===== src/rtl/mem_access.sv =====
// Memory-access stage: turns EX/MEM load/store ops into single-beat data-bus
// transactions, formats load data and flags misaligned or timed-out accesses.
module mem_access #(
    parameter int ACK_TIMEOUT = 16
) (
    input  logic        clk,
    input  logic        rst,
    input  logic        ex_valid,
    input  logic [4:0]  ex_wd,
    input  logic        ex_wreg,
    input  logic [31:0] ex_wdata,
    input  logic [31:0] ex_pc,
    input  logic [7:0]  ex_aluop,
    input  logic [31:0] ex_mem_addr,
    input  logic [31:0] ex_reg2,
    output logic        dbus_req,
    output logic        dbus_we,
    output logic [3:0]  dbus_be,
    output logic [31:0] dbus_addr,
    output logic [31:0] dbus_wdata,
    input  logic [31:0] dbus_rdata,
    input  logic        dbus_ack,
    output logic        mem_valid,
    output logic [4:0]  mem_wd,
    output logic        mem_wreg,
    output logic [31:0] mem_wdata,
    output logic [31:0] mem_pc,
    output logic [7:0]  mem_aluop,
    output logic        mem_excp,
    output logic        stallreq
);
    localparam logic [7:0] OP_LB = 8'hE0, OP_LH = 8'hE1, OP_LW = 8'hE3, OP_LBU = 8'hE4;
    localparam logic [7:0] OP_LHU = 8'hE5, OP_SB = 8'hE8, OP_SH = 8'hE9, OP_SW = 8'hEB;
    localparam int CW = $clog2(ACK_TIMEOUT + 1);

    typedef enum logic {IDLE, BUSY} state_t;

    state_t        state_q, state_d;
    logic [CW-1:0] cnt_q, cnt_d;
    logic [7:0]    op_q, op_d;
    logic [31:0]   addr_q, addr_d, sdata_q, sdata_d, pc_q, pc_d;
    logic [4:0]    wd_q, wd_d;

    logic          mem_valid_q, mem_valid_d, mem_wreg_q, mem_wreg_d, mem_excp_q, mem_excp_d;
    logic [4:0]    mem_wd_q, mem_wd_d;
    logic [31:0]   mem_wdata_q, mem_wdata_d, mem_pc_q, mem_pc_d;
    logic [7:0]    mem_aluop_q, mem_aluop_d;

    logic          ex_is_mem, ex_misal, ex_go, timeout, op_load;
    logic [15:0]   lane;
    logic [31:0]   load_data, st_wdata;
    logic [3:0]    st_be;

    always_comb begin
        ex_is_mem = 1'b0;
        ex_misal  = 1'b0;
        case (ex_aluop)
            OP_LB, OP_LBU, OP_SB: ex_is_mem = 1'b1;
            OP_LH, OP_LHU, OP_SH: begin ex_is_mem = 1'b1; ex_misal = ex_mem_addr[0]; end
            OP_LW, OP_SW:         begin ex_is_mem = 1'b1; ex_misal = |ex_mem_addr[1:0]; end
            default: ;
        endcase
        ex_go = ex_valid & ex_is_mem & ~ex_misal;
    end

    // Captured op encoding: bit3 = store, bit2 = unsigned load, [1:0] = size.
    assign timeout = (state_q == BUSY) && (cnt_q == CW'(ACK_TIMEOUT));
    assign op_load = ~op_q[3];
    assign lane    = 16'(dbus_rdata >> {addr_q[1:0], 3'b000});

    always_comb begin
        case (op_q[1:0])
            2'b00: begin
                load_data = op_q[2] ? {24'h0, lane[7:0]} : {{24{lane[7]}}, lane[7:0]};
                st_be     = 4'b0001 << addr_q[1:0];
                st_wdata  = {4{sdata_q[7:0]}};
            end
            2'b01: begin
                load_data = op_q[2] ? {16'h0, lane} : {{16{lane[15]}}, lane};
                st_be     = addr_q[1] ? 4'b1100 : 4'b0011;
                st_wdata  = {2{sdata_q[15:0]}};
            end
            default: begin
                load_data = dbus_rdata;
                st_be     = 4'b1111;
                st_wdata  = sdata_q;
            end
        endcase
    end

    always_ff @(posedge clk or negedge rst) begin
        if (!rst) begin
            state_q <= IDLE;
            cnt_q   <= '0;
        end else begin
            state_q <= state_d;
            cnt_q   <= cnt_d;
        end
    end

    // A timeout wins over a late ack: the request is already withdrawn that cycle.
    always_comb begin
        state_d = state_q;
        cnt_d   = cnt_q;
        case (state_q)
            IDLE: if (ex_go) begin
                state_d = BUSY;
                cnt_d   = '0;
            end
            BUSY: begin
                if (timeout || dbus_ack) state_d = IDLE;
                else                     cnt_d   = cnt_q + CW'(1);
            end
            default: state_d = IDLE;
        endcase
    end

    always_comb begin
        dbus_req   = (state_q == BUSY) && !timeout;
        dbus_we    = dbus_req && !op_load;
        dbus_be    = dbus_req ? (op_load ? 4'b1111 : st_be) : 4'b0000;
        dbus_addr  = dbus_req ? {addr_q[31:2], 2'b00} : 32'h0;
        dbus_wdata = dbus_we ? st_wdata : 32'h0;
        stallreq   = rst && ((state_q == IDLE) ? ex_go : (!timeout && !dbus_ack));
    end

    always_comb begin
        op_d        = op_q;
        addr_d      = addr_q;
        sdata_d     = sdata_q;
        pc_d        = pc_q;
        wd_d        = wd_q;
        mem_valid_d = 1'b0;
        mem_wreg_d  = 1'b0;
        mem_excp_d  = 1'b0;
        mem_wd_d    = mem_wd_q;
        mem_wdata_d = mem_wdata_q;
        mem_pc_d    = mem_pc_q;
        mem_aluop_d = mem_aluop_q;
        if (state_q == IDLE) begin
            if (ex_go) begin
                op_d    = ex_aluop;
                addr_d  = ex_mem_addr;
                sdata_d = ex_reg2;
                pc_d    = ex_pc;
                wd_d    = ex_wd;
            end
            if (ex_valid && !ex_go) begin
                mem_valid_d = 1'b1;
                mem_wd_d    = ex_wd;
                mem_pc_d    = ex_pc;
                mem_aluop_d = ex_aluop;
                if (ex_misal) begin
                    mem_excp_d  = 1'b1;
                    mem_wdata_d = ex_mem_addr;
                end else begin
                    mem_wreg_d  = ex_wreg;
                    mem_wdata_d = ex_wdata;
                end
            end
        end else if (timeout || dbus_ack) begin
            mem_valid_d = 1'b1;
            mem_wd_d    = wd_q;
            mem_pc_d    = pc_q;
            mem_aluop_d = op_q;
            if (timeout) begin
                mem_excp_d  = 1'b1;
                mem_wdata_d = addr_q;
            end else begin
                mem_wreg_d  = op_load;
                mem_wdata_d = op_load ? load_data : sdata_q;
            end
        end
    end

    always_ff @(posedge clk or negedge rst) begin
        if (!rst) begin
            op_q <= '0; addr_q <= '0; sdata_q <= '0; pc_q <= '0; wd_q <= '0;
            mem_valid_q <= 1'b0; mem_wreg_q <= 1'b0; mem_excp_q <= 1'b0;
            mem_wd_q <= '0; mem_wdata_q <= '0; mem_pc_q <= '0; mem_aluop_q <= '0;
        end else begin
            op_q <= op_d; addr_q <= addr_d; sdata_q <= sdata_d; pc_q <= pc_d; wd_q <= wd_d;
            mem_valid_q <= mem_valid_d; mem_wreg_q <= mem_wreg_d; mem_excp_q <= mem_excp_d;
            mem_wd_q <= mem_wd_d; mem_wdata_q <= mem_wdata_d; mem_pc_q <= mem_pc_d;
            mem_aluop_q <= mem_aluop_d;
        end
    end

    assign mem_valid = mem_valid_q;
    assign mem_wd    = mem_wd_q;
    assign mem_wreg  = mem_wreg_q;
    assign mem_wdata = mem_wdata_q;
    assign mem_pc    = mem_pc_q;
    assign mem_aluop = mem_aluop_q;
    assign mem_excp  = mem_excp_q;
endmodule


===== config.mk =====
export PLATFORM = sky130hd
export DESIGN_NAME = mem_access
export DESIGN_NICKNAME = d
export VERILOG_FILES = /design/src/rtl/mem_access.sv
export SDC_FILE = /design/constraint.sdc
export NUM_CORES = 1
export LEC_CHECK = 0
export ABC_AREA = 1
export BUFFER_PORTS_ARGS = -buffer_cell sky130_fd_sc_hd__buf_4
export CAP_MARGIN = 20
export CELL_PAD_IN_SITES_DETAIL_PLACEMENT = 1
export CELL_PAD_IN_SITES_GLOBAL_PLACEMENT = 1
export CORE_ASPECT_RATIO = 2
export CORE_MARGIN = 1.5
export CORE_UTILIZATION = 40
export CTS_BUF_LIST = sky130_fd_sc_hd__clkbuf_4 sky130_fd_sc_hd__clkbuf_8
export DETAILED_ROUTE_END_ITERATION = 10
export PLACE_DENSITY = 0.88
export REMOVE_ABC_BUFFERS = 1
export SYNTH_ARGS = -nofsm -noshare
export SYNTH_HDL_FRONTEND = slang
export SYNTH_SLANG_ARGS = --single-unit

===== constraint.sdc =====
create_clock -name clk -period 2.7 [get_ports clk]
set_input_delay 0.405 -clock clk [delete_from_list [all_inputs] [get_ports clk]]
set_output_delay 0.405 -clock clk [all_outputs]
set_load 0.01 [all_outputs]

==> impl_metrics.env <==
export IMPL_status="finished clean"
export IMPL_num_rows=85
export IMPL_min_path_type="in2reg"
export IMPL_synthCells=1586
export IMPL_vias_per_cell=5.38
export IMPL_gp_congestion=0.918
export IMPL_drive_gt1_frac=0.232
export IMPL_maxCapViolCount=0
export IMPL_synth_mux_area_fraction=0
export IMPL_crit_chain="inv_1, ha_2, nand2_1, inv_1, nand2_2, inv_4, nor2_4, buf_8, o21ai_2, a221oi_2, buf_4"
export IMPL_intPower_w=0.00505
export IMPL_start_util=0.408
export IMPL_yosys_area_share_simple=0.315
export IMPL_wl_per_cell_um=20.6
export IMPL_fill_cells=3589
export IMPL_boundaryPins=329
export IMPL_synth_warnings=0
export IMPL_p_leak_nw=7.90
export IMPL_worstHoldEndpoint="sdata_q[14]$_DFFE_PN0P_"
export IMPL_antenna_found_initial=4
export IMPL_max_freq_mhz=374
export IMPL_nets=2048
export IMPL_slew_headroom=0.319
export IMPL_vias=12000
export IMPL_fin_tns_setup_ns=0
export IMPL_fin_ws_ns=0.0271
export IMPL_async_reset_ff_frac=1.00
export IMPL_dp_hpwl_um=33400
export IMPL_grt_pass1_vias=12900
export IMPL_wirelength_um=45900
export IMPL_synth_top_area_cell="dfrtp_1"
export IMPL_criticalPathCategory="reg2out"
export IMPL_htree_levels=4
export IMPL_synth_cell_types=37
export IMPL_end_kind="output port"
export IMPL_startpoint_type="flip-flop"
export IMPL_r2r_end="mem_wdata[13]$_DFFE_PN0P_"
export IMPL_crit_fanout=7
export IMPL_synth_xor_area_frac=0.00160
export IMPL_synth_ff_type="dfrtp_1"
export IMPL_min_from="ex_reg2[14]"
export IMPL_path_common_cell="inv_1"
export IMPL_grt_max_degree=113
export IMPL_syn_to_final_growth_pct=29.7
export IMPL_synth_top_area_share=0.445
export IMPL_cts_root_to_sink_buffers=2
export IMPL_die_h_um=237
export IMPL_avgSynthCellArea_um2=6.92
export IMPL_preCtsSetupSlack_ns=0.149
export IMPL_synth_top_family_by_area="simple AND/OR/NAND/NOR gates"
export IMPL_insertion_delay_ns=0.54
export IMPL_reg2reg_from="op_q[0]$_DFFE_PN0P_"
export IMPL_synth_edf_count=0
export IMPL_fin_worst_skew_ns=0.0217
export IMPL_synth_fa_ha_area_frac=0.00228
export IMPL_clk_pin_slew_ns=0.10
export IMPL_grt_use_total=0.326
export IMPL_drc_errors=0
export IMPL_portBuffers=326
export IMPL_grt_overflow=0
export IMPL_whs_path_depth=3
export IMPL_arrival_ns=2.27
export IMPL_antenna_left=0
export IMPL_first_pass_iters=7
export IMPL_rsz0062_at_grt="yes"
export IMPL_root_buffer="clkbuf_8"
export IMPL_sw_frac_of_total=0.382
export IMPL_cts_tree="yes"
export IMPL_maxSlewViolCount=0
export IMPL_drt_iter0_markers=501
export IMPL_ys_ff_latch=195
export IMPL_critPathRequiredTime_ns=2.30
export IMPL_clockPowerShare=0.238
export IMPL_synth_area_leaders="dfrtp_1 (44%), nand2_1 (18%), nand3_1 (9.6%)"
export IMPL_yosysSeqAreaShare=0.445
export IMPL_p_sw_w=0.00311
export IMPL_r2r_worst_path_cells=8
export IMPL_slowest_delay_ns=0.37
export IMPL_core_um2=26900
export IMPL_die_w_um=120
export IMPL_timing_final_crit_period_ns=2.67
export IMPL_critPathBufInv=5
export IMPL_cts_buffers=17
export IMPL_rrSetupSlack_ns=0.50
export IMPL_tightestPinTransition_ns=1.02
export IMPL_power_density_nw_per_um2=573
export IMPL_grt_pass1_wl_um=70300
export IMPL_final_hold_violation_count=0
export IMPL_setup_viol=0
export IMPL_cpLargestDelayFamily="buffers and inverters"
export IMPL_cts_sinks=195
export IMPL_finalCritPeriodShare=0.990
export IMPL_peakVddDrop_mv=0.434
export IMPL_dieArea_um2=28500
export IMPL_synth_compound_area_frac=0.117
export IMPL_seqPwrFrac=0.467
export IMPL_p_comb_frac=0.295
export IMPL_crit_path_top_delay_cell="dfrtp_1"
export IMPL_syn_cell_area_um2=11000
==> worst max-delay path by stage <==
stage | from | to | cells after the start
3_5_place_dp | cnt_q[0]$_DFFE_PN0P_ | dbus_wdata[24] | 11
5_1_grt | cnt_q[0]$_DFFE_PN0P_ | dbus_wdata[26] | 11
2_1_floorplan | state_q$_DFF_PN0_ | stallreq | 6
3_3_place_gp | cnt_q[0]$_DFFE_PN0P_ | dbus_wdata[26] | 11
6_report | cnt_q[0]$_DFFE_PN0P_ | dbus_wdata[24] | 11
4_1_cts | cnt_q[0]$_DFFE_PN0P_ | dbus_wdata[12] | 12
==> tightest hold or removal path, delay by kind of cell <==
kind            cells  cell delay [ns]
simple gates        1             0.03
compound gates      1             0.10
buf+inv             1             0.08
==> Yosys cell counts (2+ instances only) <==
cell      count
nand4_1       3
inv_1       204
buf_1         8
nand3_1     210
or2_2         2
nand2_1     520
buf_2        25
buf_6         6
dfrtp_1     195
a21oi_1      83
a221oi_1      5
o21ai_0     147
o221ai_1      3
ha_1          2
nor2_2        2
clkbuf_1     42
buf_4        19
a211oi_1      2
clkbuf_2      3
nand2_2       3
inv_2         2
nor2_1       85
==> placed cells by master (no fill, tap or decap), types with 2 or more instances in the layout <==
cell,count
a211oi_1,2
a21oi_1,78
a21oi_2,5
a221oi_2,5
buf_12,7
buf_4,353
buf_6,2
clkbuf_8,18
clkinv_4,2
clkinvlp_4,3
conb_1,2
dfrtp_1,193
dfrtp_2,2
diode_2,4
inv_1,203
inv_2,2
inv_6,3
inv_8,5
nand2_1,517
nand2_2,6
nand3_1,210
nand4_1,3
nor2_1,80
nor2_2,6
nor2_4,2
o21ai_0,142
o21ai_1,5
o221ai_1,2
or2_2,2
==> repair_timing <==
action	CTS	global route
setup endpoints to repair	30	26
hold endpoints to repair	39	0
pin swaps	1	1
hold buffers	1	0
gates resized for setup	15	18
buffers inserted	4	2
cloned	0	0
==> power groups by stage <==
| stage | clock network [W] | registers, W | logic [W] |
|---|---|---|---|
| global placement | 0 | 0.00382 | 0.00224 |
| finish | 0.00194 | 0.00381 | 0.00240 |
| detailed placement | 0 | 0.00385 | 0.00234 |
| global route | 0.00209 | 0.00386 | 0.00267 |
| CTS | 0.00198 | 0.00380 | 0.00239 |
| floorplan | 0 | 0.00386 | 0.00108 |
==> cell families (layout without fill, tap and decap cells) <==
kind of cell,after synthesis,after routing
adder cells (fa/ha/maj),2,2
flip-flops,195,195
XOR/XNOR,2,2
other,1,6
AO/OA/AOI/OAI,246,246
buffers and inverters,310,604
AND/OR/NAND/NOR,830,830
==> sequential cells by signal, summed over array words and instances, names as in the netlist, 8 cells and up <==
signal,flops
mem_wdata,32
mem_aluop,8
addr_q,32
op_q,8
pc_q,32
mem_pc,32
sdata_q,32
==> layout make-up <==
| class | instances | area, um2 | area share |
|---|---|---|---|
| timing repair buffer | 365 | 2850 | 0.200 |
| multi-input combinational | 1082 | 4890 | 0.344 |
| tap | 348 | 435 | 0.0306 |
| clock inverter | 14 | 139 | 0.00976 |
| sequential | 195 | 4880 | 0.343 |
| inverter | 207 | 781 | 0.0549 |
| antenna | 4 | 10.0 | 0.000703 |
| clock buffer | 18 | 241 | 0.0170 |
==> stage by stage <==
| step | hold slack [ns] | power (W) | cell area (um2) | instances | util |
|---|---|---|---|---|---|
| after global placement | 0.361 | 0.00606 | 13700 | 2190 | 0.508 |
| after detailed placement | 0.367 | 0.00620 | 13700 | 2190 | 0.508 |
| after CTS | 0.106 | 0.00817 | 14100 | 2227 | 0.525 |
| after global routing | 0.125 | 0.00862 | 14200 | 2233 | 0.529 |
| after floorplan | 0.109 | 0.00494 | 10400 | 1484 | - |
| final | 0.123 | 0.00816 | 14200 | 2233 | 0.529 |
==> per-layer routing <==
metal	global-route usage	routed length, um	vias up
met4	0.267	4080	0
met1	0.321	15600	5862
li1	-	-	5539
met2	0.580	24100	423
met5	0	0	-
met3	0.0621	2160	187
(Power assumes the default switching activity.)
